==> src/rtl/cpu_trace_serializer.sv <==
// cpu_trace_serializer
// Turns one CPU write-back event (register or memory write) into an ASCII
// trace record streamed one character per clock:
//   register write: "^<time>@<pc>: $<reg> <= <data>#"
//   memory write:   "^<time>@<pc>: *<addr> <= <data>#"
// The FSM state names the field whose character is currently on char, and
// cnt_reg indexes the digit/nibble within that field.

module cpu_trace_serializer #(
    parameter logic [7:0] IDLE_CHAR = 8'h00
) (
    input  logic        clk,
    input  logic        reset,
    input  logic        in_valid,
    output logic        in_ready,
    input  logic        in_kind,
    input  logic [15:0] in_time,
    input  logic [31:0] in_pc,
    input  logic [4:0]  in_reg,
    input  logic [31:0] in_addr,
    input  logic [31:0] in_data,
    output logic [7:0]  char,
    output logic        busy
);

    typedef enum logic [3:0] {
        S_IDLE,
        S_CARET,
        S_TIME,
        S_AT,
        S_PC,
        S_COLON,
        S_SP1,
        S_TAG,
        S_REG,
        S_ADDR,
        S_ARROW,
        S_DATA,
        S_HASH
    } state_t;

    state_t      state_reg;
    state_t      state_next;
    logic [2:0]  cnt_reg;
    logic [2:0]  cnt_next;
    logic [7:0]  char_reg;
    logic [7:0]  char_next;

    // Captured event fields; frozen for the whole record.
    logic        kind_reg;
    logic [15:0] time_reg;
    logic [31:0] pc_reg;
    logic [4:0]  reg_reg;
    logic [31:0] addr_reg;
    logic [31:0] data_reg;

    logic        accept;
    logic [2:0]  time_start;
    logic [1:0]  reg_tens;
    logic [4:0]  reg_tens_x10;
    logic [3:0]  reg_units;
    logic [2:0]  reg_start;

    // Nibble 0..15 to ASCII: digits then lowercase a-f.
    function automatic logic [7:0] hex_char(input logic [3:0] n);
        if (n < 4'd10) begin
            return 8'h30 + {4'h0, n};
        end
        return 8'h57 + {4'h0, n};
    endfunction

    // Nibble idx of a 32-bit word, idx 0 being the most significant.
    function automatic logic [3:0] nib32(input logic [31:0] w, input logic [2:0] idx);
        logic [31:0] s;
        s = w << {idx, 2'b00};
        return s[31:28];
    endfunction

    // Digit idx of the 16-bit time field, idx 0 being the most significant.
    function automatic logic [3:0] nib16(input logic [15:0] w, input logic [1:0] idx);
        logic [15:0] s;
        s = w << {idx, 2'b00};
        return s[15:12];
    endfunction

    assign accept   = in_valid && in_ready;
    assign in_ready = (state_reg == S_IDLE) && reset;
    assign busy     = (state_reg != S_IDLE) || accept;
    assign char     = char_reg;

    // Index of the first time digit to print: skip leading zeros, keep the last digit.
    always_comb begin
        time_start = 3'd3;
        if (time_reg[15:12] != 4'h0) begin
            time_start = 3'd0;
        end else if (time_reg[11:8] != 4'h0) begin
            time_start = 3'd1;
        end else if (time_reg[7:4] != 4'h0) begin
            time_start = 3'd2;
        end
    end

    // Decimal split of the register number; a single-digit register starts at the units slot.
    always_comb begin
        reg_tens = 2'd0;
        if (reg_reg >= 5'd30) begin
            reg_tens = 2'd3;
        end else if (reg_reg >= 5'd20) begin
            reg_tens = 2'd2;
        end else if (reg_reg >= 5'd10) begin
            reg_tens = 2'd1;
        end
        case (reg_tens)
            2'd1:    reg_tens_x10 = 5'd10;
            2'd2:    reg_tens_x10 = 5'd20;
            2'd3:    reg_tens_x10 = 5'd30;
            default: reg_tens_x10 = 5'd0;
        endcase
        reg_units = 4'(reg_reg - reg_tens_x10);
        reg_start = (reg_tens == 2'd0) ? 3'd1 : 3'd0;
    end

    // Next field / digit position: each field runs its counter to its last index, then hands over.
    always_comb begin
        state_next = state_reg;
        cnt_next   = cnt_reg;
        case (state_reg)
            S_IDLE: begin
                if (in_valid) begin
                    state_next = S_CARET;
                    cnt_next   = 3'd0;
                end
            end
            S_CARET: begin
                state_next = S_TIME;
                cnt_next   = time_start;
            end
            S_TIME: begin
                if (cnt_reg == 3'd3) begin
                    state_next = S_AT;
                    cnt_next   = 3'd0;
                end else begin
                    cnt_next = cnt_reg + 3'd1;
                end
            end
            S_AT: begin
                state_next = S_PC;
                cnt_next   = 3'd0;
            end
            S_PC: begin
                if (cnt_reg == 3'd7) begin
                    state_next = S_COLON;
                    cnt_next   = 3'd0;
                end else begin
                    cnt_next = cnt_reg + 3'd1;
                end
            end
            S_COLON: begin
                state_next = S_SP1;
            end
            S_SP1: begin
                state_next = S_TAG;
            end
            S_TAG: begin
                if (kind_reg) begin
                    state_next = S_ADDR;
                    cnt_next   = 3'd0;
                end else begin
                    state_next = S_REG;
                    cnt_next   = reg_start;
                end
            end
            S_REG: begin
                if (cnt_reg == 3'd1) begin
                    state_next = S_ARROW;
                    cnt_next   = 3'd0;
                end else begin
                    cnt_next = cnt_reg + 3'd1;
                end
            end
            S_ADDR: begin
                if (cnt_reg == 3'd7) begin
                    state_next = S_ARROW;
                    cnt_next   = 3'd0;
                end else begin
                    cnt_next = cnt_reg + 3'd1;
                end
            end
            S_ARROW: begin
                if (cnt_reg == 3'd3) begin
                    state_next = S_DATA;
                    cnt_next   = 3'd0;
                end else begin
                    cnt_next = cnt_reg + 3'd1;
                end
            end
            S_DATA: begin
                if (cnt_reg == 3'd7) begin
                    state_next = S_HASH;
                    cnt_next   = 3'd0;
                end else begin
                    cnt_next = cnt_reg + 3'd1;
                end
            end
            S_HASH: begin
                state_next = S_IDLE;
                cnt_next   = 3'd0;
            end
            default: begin
                state_next = S_IDLE;
                cnt_next   = 3'd0;
            end
        endcase
    end

    // Character for the upcoming cycle, derived from the field/position being entered.
    always_comb begin
        char_next = IDLE_CHAR;
        case (state_next)
            S_IDLE:  char_next = IDLE_CHAR;
            S_CARET: char_next = 8'h5e;                              // '^'
            S_TIME:  char_next = hex_char(nib16(time_reg, cnt_next[1:0]));
            S_AT:    char_next = 8'h40;                              // '@'
            S_PC:    char_next = hex_char(nib32(pc_reg, cnt_next));
            S_COLON: char_next = 8'h3a;                              // ':'
            S_SP1:   char_next = 8'h20;                              // ' '
            S_TAG:   char_next = kind_reg ? 8'h2a : 8'h24;           // '*' or '$'
            S_REG: begin
                if (cnt_next == 3'd0) begin
                    char_next = 8'h30 + {6'h00, reg_tens};
                end else begin
                    char_next = 8'h30 + {4'h0, reg_units};
                end
            end
            S_ADDR:  char_next = hex_char(nib32(addr_reg, cnt_next));
            S_ARROW: begin
                case (cnt_next[1:0])
                    2'd1:    char_next = 8'h3c;                      // '<'
                    2'd2:    char_next = 8'h3d;                      // '='
                    default: char_next = 8'h20;                      // ' '
                endcase
            end
            S_DATA:  char_next = hex_char(nib32(data_reg, cnt_next));
            S_HASH:  char_next = 8'h23;                              // '#'
            default: char_next = IDLE_CHAR;
        endcase
    end

    // FSM state, registered character output and event capture; reset drops any record in flight.
    always_ff @(posedge clk or negedge reset) begin
        if (!reset) begin
            state_reg <= S_IDLE;
            cnt_reg   <= 3'd0;
            char_reg  <= IDLE_CHAR;
            kind_reg  <= 1'b0;
            time_reg  <= 16'h0000;
            pc_reg    <= 32'h0000_0000;
            reg_reg   <= 5'd0;
            addr_reg  <= 32'h0000_0000;
            data_reg  <= 32'h0000_0000;
        end else begin
            state_reg <= state_next;
            cnt_reg   <= cnt_next;
            char_reg  <= char_next;
            if (accept) begin
                kind_reg <= in_kind;
                time_reg <= in_time;
                pc_reg   <= in_pc;
                reg_reg  <= in_reg;
                addr_reg <= in_addr;
                data_reg <= in_data;
            end
        end
    end

endmodule

==> config.mk <==
export PLATFORM = sky130hd
export DESIGN_NAME = cpu_trace_serializer
export DESIGN_NICKNAME = d
export VERILOG_FILES = /design/src/rtl/cpu_trace_serializer.sv
export SDC_FILE = /design/constraint.sdc
export NUM_CORES = 1
export LEC_CHECK = 0
export CORE_UTILIZATION = 30
export DETAILED_ROUTE_END_ITERATION = 7
export PLACE_DENSITY_LB_ADDON = 0.15
export SLEW_MARGIN = 20
export SYNTH_ARGS = -nofsm -noshare
export SYNTH_HDL_FRONTEND = slang
export SYNTH_SLANG_ARGS = --single-unit
==> constraint.sdc <==
create_clock -name clk -period 4.5 [get_ports clk]
set_input_delay 0.45 -clock clk [delete_from_list [all_inputs] [get_ports clk]]
set_output_delay 0.45 -clock clk [all_outputs]
set_load 0.05 [all_outputs]
==> flow_summary.toml, run 1 <==
[run_status]
status = "completed"

[drt]
firstDrtPassIters = 4
route.met3.wl_um = 1320
m1WireLength_um = 8210
wire_per_inst_um = 17.2
drt-initial-drc-count = 238
dr_wl_met2_um = 8540
drt_wl_total_um = 18200
viasPerCell = 4.92
vias = 5188
route.detailed.drc = 0
maxUsedRoutingLayer = "met4"
detail-route-antenna-nets = 0

[clock_tree]
cts_max_level = 4
cts_resized = 0
clk_pin_slew_ns = 0.06
clock_path_buffers = 2
numCtsBuffers = 17
tritoncts = "done"
clk_latency_ns = 0.42
clock-sinks = 132
cts_root_buffer = "clkbuf_16"

[finish]
layout.nets = 862
fin_util = 0.405
final_cell_area_um2 = 9260
stdcell_count = 1054
insertedDiodeCount = 0
layout-drive-gt1-share = 0.251
syn_to_final_growth_pct = 31.6

[worst_setup_path]
cpMaxStageDelayCell = "or4b_2"
cp_top_family = "simple AND/OR/NAND/NOR gates"
critPathKind = "register to register"
cp_num_cells = 16
worstPathRequired_ns = 4.86
critPathArrivalTime_ns = 4.55
path_buf_inv = 4
max_stage_delay_ns = 0.60
path_common_cell = "mux2i_1"
cp-end-kind = "register"
rr_startpoint = "cnt_reg[0]$_DFF_PN0_"
crit_chain = "ha_1 -> inv_1 -> ha_1 -> or4b_2 -> a21oi_1 -> a221oi_2 -> inv_4 -> buf_12 -> buf_4 -> mux2i_1 -> mux2i_1 -> mux2i_1 -> or4b_1 -> a21oi_1 -> a21o_1 -> a211o_1"
critPathLaunch = "cnt_reg[0]$_DFF_PN0_"
crit_path_max_fanout = 17
startpoint_type = "register"
rr_worst_depth = 16

[global_route]
grt_pass1_wl_um = 29100
grt_max_degree = 85
grt_pass1_vias = 5413
grt_usage = 0.158
antenna_found_initial = 0
overflow = 0

[logic_synthesis]
yosysTopAreaCell = "dfrtp_1"
synth.most_common_cell = "dfrtp_1"
yosys.area.top_type_share = 0.470
synth-async-reset-ratio = 1.00
synth.area.top_cells = "dfrtp_1 47%, mux2_2 19%, mux2i_1 9.0%"
ys_ff_latch = 132
synth_edf_count = 0
ys_types = 67
syn_area_um2 = 7030
synth_commonest_cells = "132 x dfrtp_1, 118 x mux2_2, 63 x mux2i_1"
synth_cells = 592
syn_area_per_cell_um2 = 11.9
synth_nets = 726
synth-main-ff-cell = "dfrtp_1"
ys_seq_area_frac = 0.470
yosys_warnings = 0

[place]
gp_congestion = 0.900
postPlaceCellArea_um2 = 8690
dpl.hpwl_um = 13400
dp.cells = 1021
port_buffers = 129

[power_and_ir_drop]
power_density_nw_per_um2 = 803
leakagePower_nw = 3.84
max-vdd-ir-drop_mv = 0.291

[sta]
hold_slack_ns = 0.502
tightest_slew_ns = 0.776
fin_crit_ns = 4.19
drv_slew = 0
fmax_mhz = 238
setup_viol = 0
rsz0062_at_grt = "false"
setup_tns_ns = 0
hold_viol_final = 0
max_slew_margin = 0.483
finalCritPeriodShare = 0.932
clock_skew_ns = 0.00851

[floorplan]
coreArea_um2 = 22800
fp.dieH_um = 155
initial_core_util = 0.308
die-area_um2 = 24100
ioPinCount = 131
fp.dieW_um = 155
rows = 55

[run]
max_cap_violations = 0

[worst_hold_path]
min-delay-start = "addr_reg[8]$_DFFE_PN0P_"
hp-class = "register to register"
worstHoldPathCells = 1
[final timing paths]
path                                            to  slack (ns)
min                        addr_reg[8]$_DFFE_PN0P_        0.50
max reg2reg                      char[2]$_DFF_PN0_        0.31
min reg2reg                addr_reg[8]$_DFFE_PN0P_        0.50
max in group asynchronous  data_reg[2]$_DFFE_PN0P_        2.80
max                              char[2]$_DFF_PN0_        0.31
min in group asynchronous    pc_reg[2]$_DFFE_PN0P_        0.54
[kinds of logic after synthesis]
group	after synthesis	share of synthesized area
other cells	1	0.000533
buf+inv	50	0.0386
xor+xnor	7	0.00872
mux	183	0.285
simple gates	129	0.0943
flops	132	0.470
compound gates	77	0.0802
fa+ha+maj	13	0.0231
[power by group]
part           internal (W)  switching, W  leakage [nW]
sequential          0.00178      0.000424          1.61
clock              0.000763      0.000557         0.278
combinational       0.00182       0.00209          1.95
[what timing repair did]
item / in CTS / in global routing
endpoints found under the hold margin: 48 / 0
hold buffers: 1 / 0
setup endpoints to repair: 0 / 0
setup buffers: 0 / 0
[worst reg2reg max path: cells and delay by family (launching register included)]
family                     cells  cell delay, ns
muxes                          3            0.81
adders and majority gates      2            0.47
buffers and inverters          4            0.72
and+or+nand+nor                2            1.10
DFF                            1            0.41
AOI/OAI and AO/OA              5            0.62
[metrics by stage]
step | setup WS (ns) | total power, W
floorplan | 0.726 | 0.00501
global placement | 0.315 | 0.00602
detailed placement | 0.219 | 0.00613
CTS | 0.274 | 0.00749
global route | 0.0100 | 0.00800
finish | 0.306 | 0.00743
[area by class of cell]
type | instances | area, µm²
multi-input combinational | 410 | 3470
clock inverter | 15 | 133
tap | 313 | 392
inverter | 17 | 66.3
fill | 2194 | 13600
sequential | 132 | 3300
timing repair buffer | 150 | 1470
clock buffer | 17 | 425
[layout by cell type (no fill, tap or decap), types with 3 or more instances in the layout]
cell / instances
o21bai_1: 3
a211oi_1: 3
nand3b_1: 4
and2_1: 3
nor3_1: 5
a21o_1: 3
dfrtp_1: 132
ha_1: 13
clkbuf_16: 17
a21oi_1: 13
a31oi_1: 4
nor4_1: 7
mux2i_1: 63
nand4_1: 5
mux2_2: 118
o21ai_0: 12
o211ai_1: 5
or4_1: 3
a311oi_1: 4
clkinv_2: 5
clkinv_4: 5
nor2b_1: 5
nand2b_1: 6
nand2_1: 39
o22ai_1: 4
nor2_1: 22
inv_1: 14
buf_4: 19
clkdlybuf4s50_1: 127
xnor2_1: 5
inv_6: 3
nand3_1: 18
[routing by layer]
| layer | vias up | track usage |
|---|---|---|
| met5 | - | 0 |
| met4 | 0 | 0.0514 |
| met3 | 9 | 0.0451 |
| met2 | 153 | 0.249 |
| met1 | 2581 | 0.207 |
| li1 | 2445 | - |
No activity file was read; power rests on OpenSTA's default activity.
==> run 2, diff against run 1 <==
--- a/config.mk
+++ b/config.mk
@@ -5,6 +5,7 @@
 export SDC_FILE = /design/constraint.sdc
 export NUM_CORES = 1
 export LEC_CHECK = 0
+export ABC_CLOCK_PERIOD_IN_PS = 4500
 export CORE_UTILIZATION = 30
 export DETAILED_ROUTE_END_ITERATION = 7
 export PLACE_DENSITY_LB_ADDON = 0.15
==> results of run 2 <==
No change in the layout: final DEF, timing and power equal those of run 1.
